$ cat config.mk
export PLATFORM = sky130hd
export DESIGN_NAME = dct_quant
export DESIGN_NICKNAME = d
export VERILOG_FILES = /design/src/rtl/dct_quant.sv
export SDC_FILE = /design/constraint.sdc
export NUM_CORES = 2
export LEC_CHECK = 0
export ABC_AREA = 0
export ABC_CLOCK_PERIOD_IN_PS = 11400
export CORE_MARGIN = 5
export CORE_UTILIZATION = 30
export DETAILED_ROUTE_END_ITERATION = 8
export GPL_TIMING_DRIVEN = 0
export MAX_ROUTING_LAYER = met4
export PLACE_DENSITY = 0.45
export SKIP_LAST_GASP = 1
export SYNTH_ARGS = -nofsm -noshare
export SYNTH_HDL_FRONTEND = slang
export SYNTH_SLANG_ARGS = --single-unit
$ cat constraint.sdc
create_clock -name clk -period 11.4 [get_ports clk]
set_clock_uncertainty 0.1 [all_clocks]
set_input_delay 1.71 -clock clk [delete_from_list [all_inputs] [get_ports clk]]
set_output_delay 1.71 -clock clk [all_outputs]
set_load 0.05 [all_outputs]
$ cat src/rtl/dct_quant.sv
// dct_quant: two-stage reciprocal quantizer for 8-lane DCT rows.
// Define DCT_QUANT_TABLE_LOAD_EN for a frame-synchronous table load port.
module dct_quant #(
  parameter int W_I = 16,
  parameter int W_O = 12,
  parameter int W_R = 16
) (
  input  logic               clk,
  input  logic               rst_n,
  input  logic               in_valid,
  input  logic [8*W_I-1:0]   in_data,
  input  logic               in_eob,
  input  logic               in_sob,
  input  logic               in_sof,
`ifdef DCT_QUANT_TABLE_LOAD_EN
  input  logic               tbl_wr_en,
  input  logic [5:0]         tbl_wr_addr,
  input  logic [W_R-1:0]     tbl_wr_data,
`endif
  output logic               out_valid,
  output logic [8*W_O-1:0]   out_data,
  output logic               out_eob,
  output logic               out_sob,
  output logic               out_sof
);

  localparam int WP = W_I + W_R + 1;
  localparam int WS = WP + 1;

  localparam logic signed [WS-1:0] MAXV = WS'(2**(W_O-1) - 1);
  localparam logic signed [WS-1:0] MINV = WS'(-(2**(W_O-1)));
  localparam logic signed [WS-1:0] RND  = WS'(32768);

  localparam int QTAB [64] = '{
    16, 11, 10, 16, 24, 40, 51, 61,
    12, 12, 14, 19, 26, 58, 60, 55,
    14, 13, 16, 24, 40, 57, 69, 56,
    14, 17, 22, 29, 51, 87, 80, 62,
    18, 22, 37, 56, 68,109,103, 77,
    24, 35, 55, 64, 81,104,113, 92,
    49, 64, 78, 87,103,121,120,101,
    72, 92, 95, 98,112,100,103, 99
  };

  // Q=1 would need 65536, which does not fit; saturate to all-ones.
  function automatic logic [W_R-1:0] recip(int q);
    if (q == 1) return '1;
    return W_R'((131072 + q) / (2 * q));
  endfunction

  logic [W_R-1:0] def_tbl [64];
  logic [W_R-1:0] tbl [64];

  for (genvar g = 0; g < 64; g++) begin : g_def
    assign def_tbl[g] = recip(QTAB[g]);
  end

`ifdef DCT_QUANT_TABLE_LOAD_EN
  logic [W_R-1:0] sh_q  [64];
  logic [W_R-1:0] act_q [64];
  logic           sof_cp;

  assign sof_cp = in_valid & in_sof;

  // The sof beat already sees the shadow contents.
  always_comb begin
    for (int k = 0; k < 64; k++) begin
      tbl[k] = sof_cp ? sh_q[k] : act_q[k];
    end
  end

  always_ff @(posedge clk) begin
    if (!rst_n) begin
      for (int k = 0; k < 64; k++) begin
        sh_q[k]  <= def_tbl[k];
        act_q[k] <= def_tbl[k];
      end
    end else begin
      if (sof_cp) begin
        for (int k = 0; k < 64; k++) begin
          act_q[k] <= sh_q[k];
        end
      end
      if (tbl_wr_en) begin
        sh_q[tbl_wr_addr] <= tbl_wr_data;
      end
    end
  end
`else
  always_comb begin
    for (int k = 0; k < 64; k++) begin
      tbl[k] = def_tbl[k];
    end
  end
`endif

  logic [2:0] row_cnt_q, row_cnt_d, row;

  assign row = in_sob ? 3'd0 : row_cnt_q;

  always_comb begin
    row_cnt_d = row_cnt_q;
    if (in_valid) row_cnt_d = row + 3'd1;
  end

  logic signed [WP-1:0] prod_d [8];
  logic signed [WP-1:0] prod_q [8];
  logic                 v1_q;
  logic [2:0]           c1_q;

  always_comb begin
    for (int i = 0; i < 8; i++) begin
      prod_d[i] = WP'($signed(in_data[i*W_I +: W_I]))
                * WP'($signed({1'b0, tbl[{row, 3'(i)}]}));
    end
  end

  logic signed [WS-1:0] sum [8];
  logic signed [WS-1:0] shr [8];
  logic [8*W_O-1:0]     data_d;

  // Round half up, then clamp to the output range.
  always_comb begin
    data_d = '0;
    for (int i = 0; i < 8; i++) begin
      sum[i] = WS'(prod_q[i]) + RND;
      shr[i] = sum[i] >>> 16;
      if (shr[i] > MAXV) begin
        data_d[i*W_O +: W_O] = MAXV[W_O-1:0];
      end else if (shr[i] < MINV) begin
        data_d[i*W_O +: W_O] = MINV[W_O-1:0];
      end else begin
        data_d[i*W_O +: W_O] = shr[i][W_O-1:0];
      end
    end
  end

  logic               v2_q;
  logic [2:0]         c2_q;
  logic [8*W_O-1:0]   data_q;

  always_ff @(posedge clk) begin
    if (!rst_n) begin
      row_cnt_q <= '0;
      v1_q      <= 1'b0;
      c1_q      <= '0;
      v2_q      <= 1'b0;
      c2_q      <= '0;
      data_q    <= '0;
      for (int i = 0; i < 8; i++) prod_q[i] <= '0;
    end else begin
      row_cnt_q <= row_cnt_d;
      v1_q      <= in_valid;
      c1_q      <= {in_sof, in_sob, in_eob};
      v2_q      <= v1_q;
      c2_q      <= c1_q;
      data_q    <= data_d;
      for (int i = 0; i < 8; i++) prod_q[i] <= prod_d[i];
    end
  end

  assign out_valid = v2_q;
  assign out_data  = v2_q ? data_q : '0;
  assign out_eob   = v2_q & c2_q[0];
  assign out_sob   = v2_q & c2_q[1];
  assign out_sof   = v2_q & c2_q[2];

endmodule
# ---- Word-level counts from Yosys, hierarchy flattened
# Memories as Yosys holds them, arrays and structs flattened.
# Index checks and enable logic that the tools add are counted.
dict set report totals {
  word_cells 136
  n_memories 9
  out_inout_bits 100
  register_bits 107
  romBits 8192
  input_bits 134
  ramBits 264
}
dict set report op_classes {
  n_bitwise 20
  addsub 9
  magnitude_cmp 24
  n_mul 8
  mux 44
  n_reduce_logical 8
}
# memory depth word_bits read_ports rd_ports_with_merged_regs wr line
set memory_table {}
lappend memory_table {{(no name shown)} 64 16 1 0 0 114} ;# * WP'($signed({1'b0, tbl[{row, 3'(i)}]}));
lappend memory_table {{(no name shown)} 64 16 1 0 0 114}
lappend memory_table {{(no name shown)} 64 16 1 0 0 114}
lappend memory_table {{(no name shown)} 64 16 1 0 0 114}
lappend memory_table {{(no name shown)} 64 16 1 0 0 114}
lappend memory_table {{(no name shown)} 64 16 1 0 0 114}
lappend memory_table {{+3 memories} - - - - - -}
# op n
set op_table {}
lappend op_table {{33-bit by 17-bit adder with 34-bit output (second input constant)} 8}
lappend op_table {{16-bit by 17-bit multiplier with 33-bit output} 8}
lappend op_table {{33-bit 2-to-1 mux} 8}
lappend op_table {{16-bit 2-to-1 mux} 16}
lappend op_table {{18-bit by 12-bit > comparator with 1-bit output (second input constant)} 8}
lappend op_table {{18-bit by 12-bit < comparator with 1-bit output (second input constant)} 8}
lappend op_table {{12-bit 2-to-1 mux} 8}
lappend op_table {{96-bit 2-to-1 mux} 1}
lappend op_table {{11-bit 2-to-1 mux} 8}
lappend op_table {{7-bit greater-or-equal comparator (second input constant)} 8}
lappend op_table {{6-bit NOT with 7-bit output} 8}
lappend op_table {{2-bit OR reduction} 8}
lappend op_table {{1-bit OR} 8}
lappend op_table {{3-bit by 1-bit adder with 3-bit output (second input constant)} 1}
lappend op_table {{1-bit AND} 3}
lappend op_table {{3-bit 2-to-1 mux} 1}
lappend op_table {{1-bit 2-to-1 mux} 2}
lappend op_table {{1-bit NOT} 1}

# ---- Depth between registers and ports, before layout
dict set report logic_depth {
  ltp_word 7
  depth_mapped 32
  mapped_depth_nobuf 28
}

# ---- Worst setup path before layout
# No wires, ideal clock.
dict set report synth_timing {
  path_type {input port to flip-flop}
  start {in in_sob}
  end {mem prod_q[0][130] in the netlist's numbering}
  setup_time_ns 0.072
  n_path_buf 5
  path_slack_ns 2.339
  path_stages 30
  arrival_ns 8.889
  t_required_ns 11.228
  path_cell_list {buf_6 nand2b_1 inv_1 clkbuf_1 ha_1 clkbuf_1 nor2_1 clkbuf_1 nor2_1 clkbuf_1 nand2_1 fa_1 inv_1 fa_1 fa_1 fa_1 fa_1 inv_1 fa_1 inv_1 ha_1 a21o_1 a21oi_1 o22ai_1 o41ai_1 nand2_1 a221o_1 a221oi_1 o2bb2ai_1 mux2i_1}
}
# element line
set synth_rtl {}
lappend synth_rtl {{start, declared} 13} ;# input logic in_sob,
lappend synth_rtl {{end, declared} 107} ;# logic signed [WP-1:0] prod_q [8];

==> flow_summary.ini <==
[synth]
yosys_warnings = 0
syn_area_mm2 = 0.0639
synth_enable_flop_cells = 0
seq_area_frac_synth = 0.0787
ys.flop_type = dfxtp_1
synthCells = 7356
synth_seq_cells = 251
syn_avg_cell_area_um2 = 8.68
synthArstFlopShare = 0
ys_types = 90

[clock_tree]
numClockSinks = 251
cts-root-buf = clkbuf_16
cts_inserted_buffers = 35
cts.clk_slew.worst_paths_ns = 0.06
holdBufCountCts = 0
cts_setup_buffers = 0
htreeDepth = 2
cts_tree = built
clk_path_buf_depth = 3
clock_latency_ns = 0.62

[routing]
num_vias = 50300
totalWireLength_um = 223000
drt-initial-drc-count = 2947
via_per_inst = 4.79
route.detailed.drc = 0
ant_nets = 0
wire_per_inst_um = 21.2
dr.pass1.iters = 6

[pwr]
worst_ir_drop_vdd_uv = 240
p_leak_nw = 36.6
power.density_mw_per_mm2 = 183
power.total_w = 0.0129

[final_layout]
layout_commonest_cell = inv_1
final_util = 0.335
fill_cells = 22400
drive_above_1_share = 0.0210
area_growth_syn_to_layout_pct = 11.1
mostFrequentLayoutCells = inv_1 (1554), fa_1 (1081), ha_1 (1014)
nets = 9833
layout.cells.non_filler = 10500

[die]
die_w_um = 471
io_pins = 234
fp-row-count = 169
die-area_mm2 = 0.222
die_h_um = 471
core_mm2 = 0.212
start_util = 0.301

[setup_path]
slowest_delay_ns = 0.65
rr_worst_depth = 26
worstPathMaxFanout = 13
r2r_end = prod_q[0][96]
crit_end = prod_q[0][96]
startpoint = in_sob
cp-start-kind = input pin
rrSetupSlack_ns = 1.45
crit_type = input pin to flop
crit_path_end_kind = flop
crit_path_frequent_cell = fa_1
crit_slowest_cell = ha_1
cp.required_ns = 11.84
r2r-start = row_cnt_q[1]
critPathArrivalTime_ns = 11.64

[timing]
max_slew.worst_pin.slew_ns = 1.39
worst_slack_ns = 0.204
setup_viol = 0
rsz0062_at_grt = true
max_slew_margin = 0.0727
period_minus_slack_ns = 11.20
fin_crit_sh = 0.982
tns_ns = 0
slew_violations = 0
final_hold_viol_count = 0
max_freq_mhz = 89.3

[grt]
overflow = 0
grt_pass1_vias = 53000
grt_antenna_before_repair = 65
grt_max_degree = 15
grt_pass1_wl_um = 337000
track_usage = 0.206

[place]
port_buffers = 197
place_congestion = 0.949
post-place-ws_ns = -1.87
placed_cells = 10400
hpwl_um = 188000

[run]
timing.max_cap.violations = 0

[worst_hold_path]
hp-start = c1_q[2]
hold_class = flop to flop

[status]
outcome = finished, final reports clean
-- power by group --
part | switching, W | internal (W) | leakage, nW
registers | 0.000180 | 0.00117 | 2.10
logic | 0.00605 | 0.00443 | 33.9
clock network | 0.000472 | 0.000646 | 0.554
total | 0.00670 | 0.00624 | 36.6
-- timing repair --
item,in CTS,in global routing
setup endpoints to repair,58,46
resized for setup,12,31
gates cloned,0,0
pin swaps,0,0
-- through the flow --
| stage | instance area, um2 | hold WS (ns) |
|---|---|---|
| after CTS | 70800 | 0.335 |
| after detailed placement | 69700 | 0.320 |
| after global placement | 69400 | 0.319 |
| final | 70900 | 0.334 |
| after global routing | 70900 | 0.356 |
| after floorplan | 63900 | 0.312 |
-- routing by layer --
metal,GRT usage,routed length [um]
met4,0.0706,8210
met1,0.280,103000
met5,-,0
met2,0.311,97600
met3,0.0331,14100
-- critical path: cells and delay by family --
| family | cells | cell delay (ns) |
|---|---|---|
| AOI/OAI and AO/OA | 6 | 1.86 |
| adders and majority gates | 8 | 3.95 |
| buffers and inverters | 8 | 2.26 |
| muxes | 1 | 0.18 |
| and+or+nand+nor | 5 | 1.61 |
-- state kept, by name, indices dropped and copies added, names as in the netlist --
name,count
data_q,96
c1_q,3
v1_q,1
c2_q,3
row_cnt_q,3
prod_q,144
out_valid,1
-- synthesized netlist by cell type (27+ instances only) --
cell type,number,area (um2)
dfxtp_1,251,5020
nand3_1,120,601
fa_1,1081,21600
nor2_1,298,1120
o21ai_0,174,871
nand2b_1,44,275
xor2_1,84,736
and2_1,636,3980
ha_1,1014,12700
nor2b_1,54,338
and3_1,175,1090
a21oi_1,137,686
inv_1,1554,5830
nand2_1,814,3060
nand4_1,40,250
xnor2_1,80,701
mux2i_1,27,270
a21o_1,92,691
clkbuf_1,279,1050
a31oi_1,28,175
nor3_1,52,260
-- cell type report --
type                       instances  area (um2)  area share
multi-input combinational       5252       51900       0.732
inverter                        1555        5840      0.0823
sequential                       251        5020      0.0708
tap                             2821        3530      0.0498
timing repair buffer             211        2240      0.0316
buffer                           298        1180      0.0166
clock buffer                      39         901      0.0127
clock inverter                    23         239     0.00337
antenna                           36        90.1     0.00127
-- cells by family after synthesis --
family	synth area share
simple gates	0.184
other cells	0.000118
buf+inv	0.109
mux	0.00480
fa+ha+maj	0.538
flops	0.0787
compound gates	0.0631
xor+xnor	0.0225
-- worst min path at each step --
stage               endpoint  slack (ns)  depth (start not counted)
finish               c2_q[2]        0.33                          1
global route         c2_q[2]        0.36                          1
CTS                  c2_q[2]        0.33                          1
detailed placement   c2_q[2]        0.32                          1
global placement     c2_q[0]        0.32                          1
floorplan            c2_q[0]        0.31                          1
No activity file was read; power rests on OpenSTA's default activity.
